<file path="config.mk">
export PLATFORM = sky130hd
export DESIGN_NAME = remote_cmd_decoder_flat
export DESIGN_NICKNAME = d
export VERILOG_FILES = /design/src/rtl/remote_cmd_pkg.sv /design/src/rtl/remote_cmd_decoder_if.sv /design/src/rtl/key_hold_timer.sv /design/src/rtl/remote_cmd_decoder.sv /design/src/flat_wrapper.sv
export SDC_FILE = /design/constraint.sdc
export NUM_CORES = 1
export LEC_CHECK = 0
export CAP_MARGIN = 20
export CORE_MARGIN = 1.5
export CORE_UTILIZATION = 50
export CTS_CLUSTER_SIZE = 28
export DETAILED_ROUTE_END_ITERATION = 12
export GPL_ROUTABILITY_DRIVEN = 0
export PLACE_DENSITY = 0.76
export SYNTH_ARGS = -nofsm -noshare
export SYNTH_HDL_FRONTEND = slang
export SYNTH_SLANG_ARGS = --single-unit
</file>
<file path="constraint.sdc">
create_clock -name clk -period 5.9 [get_ports clk]
set_clock_uncertainty 0.05 [all_clocks]
set_input_delay 0.885 -clock clk [delete_from_list [all_inputs] [get_ports clk]]
set_output_delay 0.885 -clock clk [all_outputs]
set_load 0.02 [all_outputs]
</file>
<file path="src/rtl/remote_cmd_pkg.sv">
// Byte codes, key state encoding and timer sizing
// shared by the remote command decoder files.
package remote_cmd_pkg;

  localparam logic [7:0] CMD_UP_P    = 8'h57;
  localparam logic [7:0] CMD_UP_R    = 8'h77;
  localparam logic [7:0] CMD_LEFT_P  = 8'h41;
  localparam logic [7:0] CMD_LEFT_R  = 8'h61;
  localparam logic [7:0] CMD_RIGHT_P = 8'h44;
  localparam logic [7:0] CMD_RIGHT_R = 8'h64;
  localparam logic [7:0] CMD_START   = 8'h53;

  typedef enum logic {
    KEY_RELEASED = 1'b0,
    KEY_HELD     = 1'b1
  } key_state_e;

  // Counter width able to hold n-1, never zero.
  function automatic int tmr_w(input int n);
    return (n > 1) ? $clog2(n) : 1;
  endfunction

endpackage

</file>
<file path="src/rtl/remote_cmd_decoder_if.sv">
// Rx byte strobe in, remote button levels out.
// master: byte source side; slave: the decoder.
interface remote_cmd_decoder_if #(
  parameter int ERR_W = 8
);
  logic             rx_done;
  logic [7:0]       rx_data;
  logic             btn_up;
  logic             btn_left;
  logic             btn_right;
  logic             start_pulse;
  logic             link_alive;
  logic [ERR_W-1:0] err_count;

  modport master (
    output rx_done, rx_data,
    input  btn_up, btn_left, btn_right,
    input  start_pulse, link_alive, err_count
  );

  modport slave (
    input  rx_done, rx_data,
    output btn_up, btn_left, btn_right,
    output start_pulse, link_alive, err_count
  );
endinterface

</file>
<file path="src/rtl/key_hold_timer.sv">
// One remote key: press/release FSM with hold timeout.
// Ports: clk, resetn, i_press, i_release, i_force_release, o_held.
module key_hold_timer
  import remote_cmd_pkg::*;
#(
  parameter int HOLD_CYCLES = 25000000
) (
  input  logic clk,
  input  logic resetn,
  input  logic i_press,
  input  logic i_release,
  input  logic i_force_release,
  output logic o_held
);

  localparam int TW = tmr_w(HOLD_CYCLES);
  localparam logic [TW-1:0] RELOAD =
    TW'(HOLD_CYCLES - 1);

  key_state_e      r_state;
  key_state_e      w_state_nxt;
  logic [TW-1:0]   r_timer;
  logic [TW-1:0]   w_timer_nxt;

  always_ff @(posedge clk or negedge resetn) begin
    if (!resetn) begin
      r_state <= KEY_RELEASED;
      r_timer <= '0;
    end else begin
      r_state <= w_state_nxt;
      r_timer <= w_timer_nxt;
    end
  end

  // Press outranks timeout so a refresh on the
  // expiry cycle keeps the key held.
  always_comb begin
    w_state_nxt = r_state;
    w_timer_nxt = r_timer;
    if (i_press) begin
      w_state_nxt = KEY_HELD;
      w_timer_nxt = RELOAD;
    end else if (i_release || i_force_release) begin
      w_state_nxt = KEY_RELEASED;
      w_timer_nxt = '0;
    end else if (r_state == KEY_HELD) begin
      if (r_timer == '0) begin
        w_state_nxt = KEY_RELEASED;
      end else begin
        w_timer_nxt = r_timer - 1'b1;
      end
    end
  end

  assign o_held = (r_state == KEY_HELD);

endmodule

</file>
<file path="src/rtl/remote_cmd_decoder.sv">
// Decodes remote UART bytes into held buttons, start,
// link-alive and error count. Ports: clk, resetn, bus.
module remote_cmd_decoder
  import remote_cmd_pkg::*;
#(
  parameter int HOLD_CYCLES = 25000000,
  parameter int LINK_CYCLES = 100000000,
  parameter int ERR_W       = 8
) (
  input  logic                 clk,
  input  logic                 resetn,
  remote_cmd_decoder_if.slave  bus
);

  localparam int LW = tmr_w(LINK_CYCLES);
  localparam logic [LW-1:0] LINK_RELOAD =
    LW'(LINK_CYCLES - 1);

  logic w_up_p, w_up_r;
  logic w_left_p, w_left_r;
  logic w_right_p, w_right_r;
  logic w_start, w_err;

  logic [LW-1:0]    r_link_timer;
  logic             r_link_alive;
  logic             r_start;
  logic [ERR_W-1:0] r_err;

  always_comb begin
    w_up_p    = 1'b0;
    w_up_r    = 1'b0;
    w_left_p  = 1'b0;
    w_left_r  = 1'b0;
    w_right_p = 1'b0;
    w_right_r = 1'b0;
    w_start   = 1'b0;
    w_err     = 1'b0;
    if (bus.rx_done) begin
      unique case (bus.rx_data)
        CMD_UP_P:    w_up_p    = 1'b1;
        CMD_UP_R:    w_up_r    = 1'b1;
        CMD_LEFT_P:  w_left_p  = 1'b1;
        CMD_LEFT_R:  w_left_r  = 1'b1;
        CMD_RIGHT_P: w_right_p = 1'b1;
        CMD_RIGHT_R: w_right_r = 1'b1;
        CMD_START:   w_start   = 1'b1;
        default:     w_err     = 1'b1;
      endcase
    end
  end

  key_hold_timer #(.HOLD_CYCLES(HOLD_CYCLES)) u_up (
    .clk             (clk),
    .resetn          (resetn),
    .i_press         (w_up_p),
    .i_release       (w_up_r),
    .i_force_release (1'b0),
    .o_held          (bus.btn_up)
  );

  // Opposite direction press drops the other side.
  key_hold_timer #(.HOLD_CYCLES(HOLD_CYCLES)) u_left (
    .clk             (clk),
    .resetn          (resetn),
    .i_press         (w_left_p),
    .i_release       (w_left_r),
    .i_force_release (w_right_p),
    .o_held          (bus.btn_left)
  );

  key_hold_timer #(.HOLD_CYCLES(HOLD_CYCLES)) u_right (
    .clk             (clk),
    .resetn          (resetn),
    .i_press         (w_right_p),
    .i_release       (w_right_r),
    .i_force_release (w_left_p),
    .o_held          (bus.btn_right)
  );

  always_ff @(posedge clk or negedge resetn) begin
    if (!resetn) begin
      r_link_timer <= '0;
      r_link_alive <= 1'b0;
      r_start      <= 1'b0;
      r_err        <= '0;
    end else begin
      r_start <= w_start;
      if (bus.rx_done) begin
        r_link_timer <= LINK_RELOAD;
        r_link_alive <= 1'b1;
      end else if (r_link_timer == '0) begin
        r_link_alive <= 1'b0;
      end else begin
        r_link_timer <= r_link_timer - 1'b1;
      end
      if (w_err && (r_err != '1)) begin
        r_err <= r_err + 1'b1;
      end
    end
  end

  assign bus.start_pulse = r_start;
  assign bus.link_alive  = r_link_alive;
  assign bus.err_count   = r_err;

endmodule
</file>
<file path="src/flat_wrapper.sv">
// flat-port wrapper written by rule: the top's interface ports become plain ports
module remote_cmd_decoder_flat import remote_cmd_pkg::*;
#(
  parameter int HOLD_CYCLES = 25000000,
  parameter int LINK_CYCLES = 100000000,
  parameter int ERR_W       = 8
)
  (clk, resetn, bus_rx_done, bus_rx_data, bus_btn_up, bus_btn_left, bus_btn_right, bus_start_pulse, bus_link_alive, bus_err_count);
  remote_cmd_decoder_if #(.ERR_W(ERR_W)) bus_i ();
  input  logic clk;
  input  logic resetn;
  input wire logic [$bits(bus_i.rx_done)-1:0] bus_rx_done;
  input wire logic [$bits(bus_i.rx_data)-1:0] bus_rx_data;
  output wire logic [$bits(bus_i.btn_up)-1:0] bus_btn_up;
  output wire logic [$bits(bus_i.btn_left)-1:0] bus_btn_left;
  output wire logic [$bits(bus_i.btn_right)-1:0] bus_btn_right;
  output wire logic [$bits(bus_i.start_pulse)-1:0] bus_start_pulse;
  output wire logic [$bits(bus_i.link_alive)-1:0] bus_link_alive;
  output wire logic [$bits(bus_i.err_count)-1:0] bus_err_count;
  assign bus_i.rx_done = bus_rx_done;
  assign bus_i.rx_data = bus_rx_data;
  assign bus_btn_up = bus_i.btn_up;
  assign bus_btn_left = bus_i.btn_left;
  assign bus_btn_right = bus_i.btn_right;
  assign bus_start_pulse = bus_i.start_pulse;
  assign bus_link_alive = bus_i.link_alive;
  assign bus_err_count = bus_i.err_count;
  remote_cmd_decoder #(.HOLD_CYCLES(HOLD_CYCLES), .LINK_CYCLES(LINK_CYCLES), .ERR_W(ERR_W)) u_core (.clk(clk), .resetn(resetn), .bus(bus_i));
endmodule
</file>
# --- Yosys cells after proc, flatten, opt, wreduce, memory -nomap -nowiden ---
# Index checks and enable logic that the tools add are counted.
# W data, S select, Z words.
totals:
  regBits: 115
  elab_cells: 86
  out_inout_bits: 13
  input_bits: 11
classes:
  add_sub_neg: 5
  reduce_logical: 15
  n_mux: 44
  eq_ne: 12
ops:
  columns: ["operator", "count"]
  rows:
  - ["$mux W25", 12]
  - ["$logic_not A25 Y1", 3]
  - ["$sub A25 B1 Y25 const B", 3]
  - ["$eq A8 B7 Y1 const B", 7]
  - ["$mux W27", 2]
  - ["$mux W1", 30]
  - ["$logic_not A27 Y1", 1]
  - ["$sub A27 B1 Y27 const B", 1]
  - ["$reduce_bool A3 Y1", 3]
  - ["$add A8 B1 Y8 const B", 1]
  - ["$ne A8 B8 Y1 const B", 1]
  - ["$reduce_or A7 Y1", 1]
  - ["$ne A3 B3 Y1 const B", 2]
  - ["$reduce_and A2 Y1", 3]
  - ["$ne A3 B2 Y1 const B", 1]
  - ["$logic_or A1 B1 Y1", 2]
  - ["$ne A2 B2 Y1 const B", 1]
  - ["$reduce_bool A2 Y1", 1]
  - ["$logic_and A1 B1 Y1", 1]

# --- Logic depth before layout (Yosys ltp) ---
logic_depth:
  word_depth: 6
  ltp_mapped: 9
  ltp_nobuf: 7

# --- By module ---
# From an unflattened synthesis, not the netlist that was laid out.
hier_totals:
  hier_cells: 663
  hier_area_um2: 6570.1
by_module_without_submodules:
  columns: ["module", "seq_area_each_um2", "n_inst", "cells_per_inst", "area_each_um2"]
  rows:
  - ["key_hold_timer", 650.6, 3, 153, 1522.7]
  - ["remote_cmd_decoder", 925.9, 1, 204, 2001.9]

# --- Worst setup path after synthesis ---
# No wires, ideal clock.
synth_path:
  path_kind: "input to register"
  start: "in bus_rx_data[3]"
  end: "reg u_core.u_up.r_timer[20]"
  cell_stages: 8
  slack_ns: 2.915
  path_buffers: 3
  t_required_ns: 5.709
  t_arrival_ns: 2.794
  setup_ns: 0.141
  cell_sequence: "or3b_2 -> clkbuf_1 -> or2_2 -> nor2_1 -> and2_1 -> clkbuf_1 -> buf_2 -> a31oi_1"
synth_between:
  elab_chain_cells: 5
  elab_cells_between_ends: 11
  classes_between: "eq/ne (3); mux (6); reduce/logical (2)"
synth_rtl:
  columns: ["item", "line_no", "text"]
  rows:
  - ["start: declaration", "flat_wrapper.sv:13", "input wire logic [$bits(bus_i.rx_data)-1:0] bus_rx_data;"]
  - ["$eq A8 B7 Y1", "remote_cmd_decoder.sv:39", "unique case (bus.rx_data)"]
  - ["$mux W1", "remote_cmd_decoder.sv:39", null]
  - ["$mux W1", "remote_cmd_decoder.sv:38", "if (bus.rx_done) begin"]
  - ["$ne A3 B3 Y1 (no line), or another cell as far along", null, null]
  - ["$reduce_and A2 Y1 (no line) / $mux W25 (equally long branches)", null, null]
  - ["end signal: assignment", "key_hold_timer.sv:31", "r_timer <= w_timer_nxt;"]
  - ["end: declaration", "key_hold_timer.sv:22", "logic [TW-1:0] r_timer;"]
# Several ways; a longest one is shown, not always the timed one.
# A chain may end at the register's enable or synchronous reset.

# --- Worst setup path after layout ---
layout_path:
  start: "in bus_rx_data[6]"
  end: "reg u_core.u_right.r_timer[18]"
layout_between:
  elab_chain_cells: 6
  elab_cells_between_ends: 15
  classes_between: "eq/ne (4); mux (8); reduce/logical (3)"
layout_rtl:
  columns: ["item", "line_no", "text"]
  rows:
  - ["$eq A8 B7 Y1", "remote_cmd_decoder.sv:39", null]
  - ["$mux W1", "remote_cmd_decoder.sv:39", null]
  - ["$mux W1", "remote_cmd_decoder.sv:38", null]
  - ["$logic_or A1 B1 Y1", "key_hold_timer.sv:43", "end else if (i_release || i_force_release) begin"]
  - ["$ne A3 B2 Y1 (no line), or another cell as far along", null, null]
  - ["$reduce_and A2 Y1 (no line) / $mux W25 (equally long branches)", null, null]
  - ["end signal: assignment", "key_hold_timer.sv:31", null]
  - ["end: declaration", "key_hold_timer.sv:22", null]
# Several ways; a longest one is shown, not always the timed one.

==> results.md <==
* # port buffers at 23
* Final count of pins violating max slew at 0
* Synth async-reset ratio at 100%
* Final-report setup violation count at 0
* Commonest non-fill, non-tap cell in the layout: dfrtp_1
* Die width at 119 microns
* Yosys warning count at 0
* Power share of the clock group at 35.1%
* Detailed-route DRC error count at 0
* Commonest non-fill, non-tap cells in the layout: 115 x dfrtp_1, 41 x nor2_1, 40 x o21ai_0, 40 x a21oi_1, 37 x nor3_1
* Post-Syn Area per Cell at 9.25 sq um
* Total via count in the routed design at 6027
* Area share of the largest cell type after synthesis at 43.0%
* Peak supply drop at 289 uV
* Leakage at 2.76 nW
* Worst min path class: flop to flop
* Root buffer cell: clkbuf_16
* Hpwl dp at 10700 microns
* Sw Pwr at 0.884 mW
* CP Capture Type: flop
* First-pass GRT wire length at 28100 microns
* # rows at 42
* Max-Cap Viols at 0
* FF-to-FF Start: u_core.u_left.r_timer[13]$_DFFE_PN0P_
* Maximum clock rate at 0.268 GHz
* Sequential-to-total area share from yosys stat at 43.0%
* Cell Area, Synth at 6690 sq um
* Synth Net Count at 742
* Worst Path Arrival at 3970 ps
* Layout cells sized above 1 at 7.90%
* Pwr Total at 2.74 mW
* Setup tns final at 0 ps
* Worst Setup SP: bus_rx_data[6]
* Area delta synth->final at 13.5%
* Initial Util at 50.9%
* Area leader, netlist: dfrtp_1
* Hold wc startpoint: u_core.bus.err_count[5]$_DFFE_PN0P_
* Slew @ Worst Pin at 988 ps
* Overflow after GRT at 0
* Setup Fix Bufs, Post-CTS at 0
* Total GRT Usage at 24.4%
* Crit path max fanout at 14
* Drt pass-1 iters at 5
* Num ports at 24
* Die height at 119 microns
* Antenna-violating nets left at 0
* Net Sw Frac at 32.3%
* Slew headroom at 33.9%
* Post-synth EDFFs at 0
* Pwr/cell area at 361 nW/um^2
* CP Data Required Time at 6140 ps
* Yosys reg bits at 115
* Unrepaired setup endpoints after global routing: no
* CTS Hold Buffers Added at 0
* TritonCTS clock tree: done
* Largest net degree at the start of global routing at 64
* Post-layout min period at 3720 ps
* Final nets at 754
* Post-layout util at 57.8%
* Area contributors post-synth: dfrtp_1 43%, or3_1 3.3%, o21ai_0 3.1%, a21oi_1 3.0%, or4_1 2.8%
* Final Hold Fails at 0
* Clk_lat worst skew at 420 ps
* Reg power frac at 42.7%
* CTS Buf Count at 17
* Die ar. at 14100 sq um
* Worst-case clock buffer depth at 2
* Floorplan Core Area at 13100 sq um
* Number of global-route vias before repair at 5835
* Inst Count DP at 891
* Outcome: finished clean
* Pint at 1.85 mW
* Ys flop type: dfrtp_1
* Reg clk slew, reported paths at 50 ps
* Initial antenna violation count at 0
* Synth unique cells at 62
* Final worst-path cycle share at 63.1%
* # diodes at 0
* Clock Sinks at 115
* Final instance count without filler cells at 923
* CTS HTree Levels at 4
* Synth Instances at 723
* CP Class: primary input to flop
* Comb pwr share at 22.3%
* Via density at 6.53
* FF-to-FF setup slack at 2420 ps
* Initial DRC count at 538
* Routed len/inst at 17.5 microns
* Post-CTS Resized at 0
* Startpoint class of the critical path: primary input
* Final WL at 16100 microns
## cells by family (layout without fill, tap and decap cells)
| family | after synthesis | in the layout | share of synthesized area (%) |
|---|---|---|---|
| AND/OR/NAND/NOR | 297 | 297 | 26.1 |
| XOR/XNOR | 23 | 23 | 3.01 |
| AO/OA/AOI/OAI | 219 | 219 | 22.2 |
| multiplexers | 5 | 5 | 0.785 |
| buffers and inverters | 56 | 80 | 3.44 |
| flip-flops | 115 | 115 | 43.0 |
| adder cells (fa/ha/maj) | 8 | 8 | 1.50 |
## power groups by stage
stage | clock network (mW) | logic [mW] | registers (mW)
final | 0.960 | 0.610 | 1.17
after global routing | 1.01 | 0.690 | 1.20
after CTS | 0.974 | 0.611 | 1.16
after detailed placement | 0 | 0.606 | 1.17
after global placement | 0 | 0.579 | 1.16
after floorplan | 0 | 0.437 | 1.13
## final timing paths
path / to / cells after the start
max: u_core.u_right.r_timer[18]$_DFFE_PN0P_ / 6
min: u_core.bus.err_count[5]$_DFFE_PN0P_ / 1
max reg2reg: u_core.u_left.r_timer[19]$_DFFE_PN0P_ / 6
min reg2reg: u_core.bus.err_count[5]$_DFFE_PN0P_ / 1
max in group asynchronous: u_core.u_left.r_timer[15]$_DFFE_PN0P_ / 2
min in group asynchronous: u_core.u_up.r_timer[4]$_DFFE_PN0P_ / 1
## cell type report
cell class | count | area (sq um)
Sequential cell | 115 | 2880
Multi-Input combinational cell | 552 | 3590
Clock inverter | 5 | 50.0
Fill cell | 1144 | 5540
Inverter | 17 | 63.8
Tap cell | 176 | 220
Timing Repair Buffer | 32 | 295
Clock buffer | 26 | 499
## per-layer routing
layer / vias up / share of wire (%) / wire [microns] / GRT usage [%]
met1: 2970 / 44 / 7110 / 32.3
met5: - / 0 / 0 / 0
li1: 2854 / - / - / -
met2: 177 / 49 / 7920 / 39.5
met3: 26 / 5.4 / 875 / 5.55
met4: 0 / 1.3 / 210 / 8.89
## per-stage QoR
stage | area [sq um] | setup WS, ps | hold WS [ps]
floorplan | 6690 | 2920 | 407
detailed placement | 7040 | 1810 | 433
finish | 7590 | 2180 | 443
global route | 7590 | 1950 | 474
CTS | 7590 | 2220 | 445
global placement | 7040 | 1930 | 429
## flip-flops by register name, indices dropped and copies added (netlist names)
| register | flops |
|---|---|
| u_core.bus.link_alive | 1 |
| u_core.u_right.r_timer | 25 |
| u_core.u_right.o_held | 1 |
| u_core.u_left.r_timer | 25 |
| u_core.u_up.o_held | 1 |
| u_core.u_up.r_timer | 25 |
| u_core.u_left.o_held | 1 |
| u_core.r_link_timer | 27 |
| u_core.bus.start_pulse | 1 |
| u_core.bus.err_count | 8 |
## worst max-delay path, cell delays in order
cell and delay [ps]:
clkdlybuf4s50_1 470, nor3b_1 790, o211ai_1 640, o211ai_1 660
o22ai_1 170, a211o_1 340
## cells in the mapped netlist (3+ instances only)
master,number
or3b_2,5
o21a_1,3
buf_2,10
nand2_1,31
a211oi_1,4
nor2b_1,7
clkbuf_1,27
nand3_1,17
o31ai_1,23
nor4b_1,9
a31oi_1,17
o211ai_1,18
nor2_1,41
or3_1,35
nor4_1,24
ha_1,8
o311ai_0,3
nor3_1,37
or2_2,5
o22ai_1,11
xnor2_1,9
xor2_1,14
or4_1,25
nor3b_1,10
a21oi_1,40
o2bb2ai_1,10
a221o_1,3
or4b_2,6
o31a_1,5
a211o_1,11
o211a_1,3
and3_1,6
inv_1,17
nand4_1,14
o41ai_1,10
dfrtp_1,115
o21ai_0,41
nand2b_1,11
mux2i_1,3
and4_1,3
Power figures use the tool's default switching activity.
